### config.mk
export PLATFORM = sky130hd
export DESIGN_NAME = decadico_decrescente
export DESIGN_NICKNAME = d
export VERILOG_FILES = /design/src/rtl/decadico_decrescente.sv
export SDC_FILE = /design/constraint.sdc
export NUM_CORES = 1
export LEC_CHECK = 0
export CORE_AREA = 2 2 39 41
export CTS_CLUSTER_DIAMETER = 200
export CTS_CLUSTER_SIZE = 16
export DETAILED_ROUTE_END_ITERATION = 8
export DIE_AREA = 0 0 41 43
export PLACE_DENSITY = 0.54
export SYNTH_ARGS = -nofsm -noshare
export SYNTH_HDL_FRONTEND = slang
export SYNTH_SLANG_ARGS = --single-unit
### constraint.sdc
create_clock -name clk -period 2.15 [get_ports clk]
set_clock_uncertainty 0.15 [all_clocks]
set_input_delay 0.43 -clock clk [delete_from_list [all_inputs] [get_ports clk]]
set_output_delay 0.43 -clock clk [all_outputs]
set_load 0.01 [all_outputs]
### src/rtl/decadico_decrescente.sv
// BCD decade down-counter, DIGITS digits wide, with parallel load, count enable and borrow-out.
// clear is an active-low asynchronous reset that forces every digit to 9.
module decadico_decrescente #(
    parameter int DIGITS = 1,
    parameter bit WRAP   = 1'b1
) (
    input  logic                  clk,
    input  logic                  clear,
    input  logic                  en,
    input  logic                  load,
    input  logic [4*DIGITS-1:0]   d,
    output logic [4*DIGITS-1:0]   s,
    output logic                  zero,
    output logic                  borrow
);

    logic [4*DIGITS-1:0] s_q;
    logic [4*DIGITS-1:0] s_d;
    logic [4*DIGITS-1:0] d_clamp;
    logic [4*DIGITS-1:0] s_dec;
    logic [4*DIGITS-1:0] nines;

    always_comb begin
        d_clamp = '0;
        nines   = '0;
        for (int i = 0; i < DIGITS; i++) begin
            d_clamp[4*i +: 4] = (d[4*i +: 4] > 4'd9) ? 4'd9 : d[4*i +: 4];
            nines[4*i +: 4]   = 4'd9;
        end
    end

    // Ripple borrow: a digit steps only when every lower digit is already zero.
    always_comb begin
        logic       brw;
        logic [3:0] nib;
        s_dec = s_q;
        brw   = 1'b1;
        nib   = 4'd0;
        for (int i = 0; i < DIGITS; i++) begin
            nib = s_q[4*i +: 4];
            if (brw) begin
                s_dec[4*i +: 4] = (nib == 4'd0) ? 4'd9 : 4'(nib - 4'd1);
            end
            brw = brw & (nib == 4'd0);
        end
    end

    always_comb begin
        s_d = s_q;
        if (load) begin
            s_d = d_clamp;
        end else if (en) begin
            if (zero && !WRAP) begin
                s_d = s_q;
            end else begin
                s_d = s_dec;
            end
        end
    end

    always_ff @(posedge clk or negedge clear) begin
        if (!clear) begin
            s_q <= nines;
        end else begin
            s_q <= s_d;
        end
    end

    assign s      = s_q;
    assign zero   = (s_q == '0);
    assign borrow = en & ~load & zero;

endmodule
Word level (Yosys, flattened, before mapping). Index checks and enable logic that the tools add are counted.

Bits of input ports: 8. Output and inout bits: 6. Bits in registers: 4. Word-level logic and storage cells: 12.

Bitwise logic cells: 3. Mux-type cells: 4. Add/subtract/negate cells: 1. Reduce and logical (&&, ||, !) cells: 2. Order comparisons: 1.

Operator list (number): $mux 4 (4); $gt 4x4->1 const B (1); $logic_not 4->1 (1); $sub 4x1->4 const B (1); $and 1x1->1 (2); $reduce_bool 2->1 (1); $not 1->1 (1).

Logic depth before layout (Yosys ltp).
Word-level depth: 4. Depth in mapped cells: 3.

Worst setup path after synthesis. OpenSTA, ideal clock, no wires.

Path kind: flip-flop to output port. Start: register s_q[2], in the netlist s[2]. End: output borrow. Arrival time: 1.024 ns. Stages on the path, launching flop included: 3. Path slack: 0.546 ns. Required time: 1.570 ns. Buffers on the path: 0. Path through: dfrtp_1 nor4b_2 nor3b_2.

Cells in the longest elaborated chain, start to end: 2.

Ends and longest elaborated chain: start: declaration (RTL line 17) `logic [4*DIGITS-1:0] s_q;`; start signal: assignment (RTL line 63) `s_q <= nines;`; $logic_not 4->1 (RTL line 70) `assign zero = (s_q == '0);`; $and 1x1->1 (RTL line 71) `assign borrow = en & ~load & zero;`; end: declaration (RTL line 14) `output logic borrow`.

No other way between the ends.

Worst setup path after layout.
Start: input en. End: output borrow.

Cells in the longest elaborated chain, start to end: 2.

Ends and longest elaborated chain: start: declaration (RTL line 9) `input logic en,`; $and 1x1->1 (2 in series) (RTL line 71).

No other way between the ends.

==> results.toml <==
[run_status]
status = "complete, no violations"

[detailed_routing]
wl_per_cell_um = 9.90
totalWireLength_um = 604
vias_per_cell = 4.39
vias = 268
drc = 0
dr.pass1.iters = 2
drtIter0Drc = 1
drtAntennaViolNets = 0

[hold_path]
min_path_type = "input port to asynchronous set/reset pin"

[timing]
fin_crit_ns = 2.06
hold_violations = 0
drv_slew = 0
rsz0062_at_grt = "no"
setup_viol = 0
worst_pin_slew_ns = 0.270
setup_slack_ns = 0.0921
maxSlewHeadroom_pct = 82.0
max_freq_mhz = 486
fin_tns_setup_ns = 0
fin_crit_sh_pct = 95.7

[pwr]
ir_worst_vdd_v = 0.000185
leakage_uw = 0.000193
powerDensity_mw_per_mm2 = 597
total_power_uw = 279

[global_routing]
grt_pass1_vias = 259
grt_first_pass_wirelength_um = 1010
grt_usage_pct = 9.38
antenna_found_initial = 0
grt_max_degree = 9
overflow = 0

[clocking]
clockBufferDepth = 2
clkTransAtPathRegs_ns = 0.04
cts_tree = "yes"
numClockSinks = 4
cts_root_buffer = "clkbuf_4"
clk_latency_ns = 0.23
cts-buffers-inserted = 3
h-tree-depth = 1

[synthesis]
ys_seq_area_share_pct = 40.6
ys_seq_elements = 4
syn-cell-area_um2 = 253
synth_fp_nets = 32
yosys_warnings = 0
ys_types = 18
syn_area_per_cell_um2 = 10.5
netlist_instances = 24

[place]
gp_congestion = 0.716
io_buffers = 13
place_ws_ns = -0.378
placedInstanceArea_um2 = 435
dp.cells = 57

[final_layout]
drive_above_1_share_pct = 33.3
stdcell_count = 61
final_design_area_no_fill_um2 = 468
largest_register_ffs = 4
fin_nets = 55
diodes = 0
area_growth_pct = 85.1

[critical_path]
crit_chain = "clkdlybuf4s50_1 > nor4b_4 > nor3b_2 > buf_2"
startpoint = "en"
crit_arrival_ns = 1.48
end_kind = "output port"
path_delay_family = "buffers and inverters"
critPathBufInv = 2
reg2reg_from = "s[0]$_DFFE_PN1P_"
slowest_delay_ns = 0.48
r2r-end = "s[3]$_DFFE_PN1P_"
worstSetupPathType = "input port to output port"
worst_r2r_path_depth = 4
critPathMaxFanout = 2
r2r_slack_ns = 0.72
cp_slowest_cell = "clkdlybuf4s50_1"
cp.required_ns = 1.57
start_kind = "input port"

[floorplan]
die_h_um = 43
fp.dieArea_mm2 = 0.00176
num_rows = 14
start_util_pct = 18.3
core_mm2 = 0.00138
die_x_um = 41
num_io_pins = 14

[flow_run]
maxCapViolCount = 0
## kinds of logic after synthesis
logic type,Yosys count,synth area share [%]
AND/OR/NAND/NOR,9,30.7
AO/OA/AOI/OAI,8,19.3
flip-flops,4,40.6
XOR/XNOR,1,3.47
multiplexers,1,3.96
buffers and inverters,1,1.98
## worst max-delay path by stage
stage,end,depth (start not counted)
2_1_floorplan,borrow,2
3_3_place_gp,borrow,4
3_5_place_dp,borrow,4
4_1_cts,borrow,4
5_1_grt,borrow,4
6_report,borrow,4
## cell usage in the layout (no fill, tap or decap), types with 2 or more instances in the layout
| cell type | synthesis | final |
|---|---|---|
| clkdlybuf4s50_1 | 0 | 11 |
| buf_4 | 0 | 6 |
| o21ai_0 | 4 | 4 |
| clkbuf_4 | 0 | 3 |
| nor3b_1 | 2 | 2 |
| dfstp_2 | 2 | 2 |
| dfrtp_1 | 2 | 2 |
## per-stage QoR
| stage | hold slack (ns) | util [%] |
|---|---|---|
| finish | 0.244 | 33.8 |
| CTS | 0.242 | 33.8 |
| detailed placement | 0.489 | 31.5 |
| global placement | 0.489 | 31.5 |
| floorplan | -0.0156 | - |
| global route | 0.249 | 33.8 |
## worst reg2reg max path, delay by kind of cell, from the launching register on
| family | cells | cell delay, ns |
|---|---|---|
| AND/OR/NAND/NOR | 2 | 0.23 |
| AO/OA/AOI/OAI | 1 | 0.26 |
| buffers and inverters | 1 | 0.12 |
| flip-flops | 1 | 0.59 |
## power breakdown
group	internal, µW	switching, µW	total, µW
sequential	88.4	13.4	102
combinational	55.6	31.1	86.7
clock	62.3	28.5	90.8
total	206	72.9	279
## per-layer routing
| layer | up-vias | global-route usage, % | part of all wire (%) | wire length (µm) |
|---|---|---|---|---|
| li1 | 134 | - | - | - |
| met1 | 122 | 8.79 | 41 | 249 |
| met2 | 10 | 13.1 | 49 | 297 |
| met3 | 2 | 4.71 | 6.1 | 37 |
| met4 | 0 | 10.0 | 3.1 | 19 |
| met5 | - | 0 | 0 | 0 |
## synth_stat cells, drive strengths merged
| master | n | share of area (%) |
|---|---|---|
| mux2i | 1 | 4.0 |
| xnor2 | 1 | 3.5 |
| nor4 | 1 | 2.5 |
| or2b | 1 | 3.5 |
| nor3b | 3 | 11 |
| nand3b | 1 | 3.0 |
| o21a | 1 | 3.0 |
| nand2b | 1 | 2.5 |
| dfrtp | 2 | 20 |
| nor2b | 1 | 2.5 |
| a211o | 1 | 3.5 |
| o21ai | 4 | 7.9 |
| a21oi | 1 | 2.0 |
| nor4b | 1 | 5.9 |
| a22oi | 1 | 3.0 |
| buf | 1 | 2.0 |
| dfstp | 2 | 21 |
## repair_timing
item / CTS / global route
resized for setup: 6 / 0
hold buffers: 0 / 0
hold endpoints to repair: 0 / 0
endpoints found under the setup margin: 2 / 0
buffers inserted: 1 / 0
## cell type report
| cell class | count | area (µm²) |
|---|---|---|
| tap | 16 | 20.0 |
| timing repair buffer | 19 | 169 |
| clock buffer | 3 | 22.5 |
| sequential | 4 | 103 |
| multi-input combinational | 19 | 154 |
| fill | 156 | 916 |
Power figures use the tool's default switching activity.
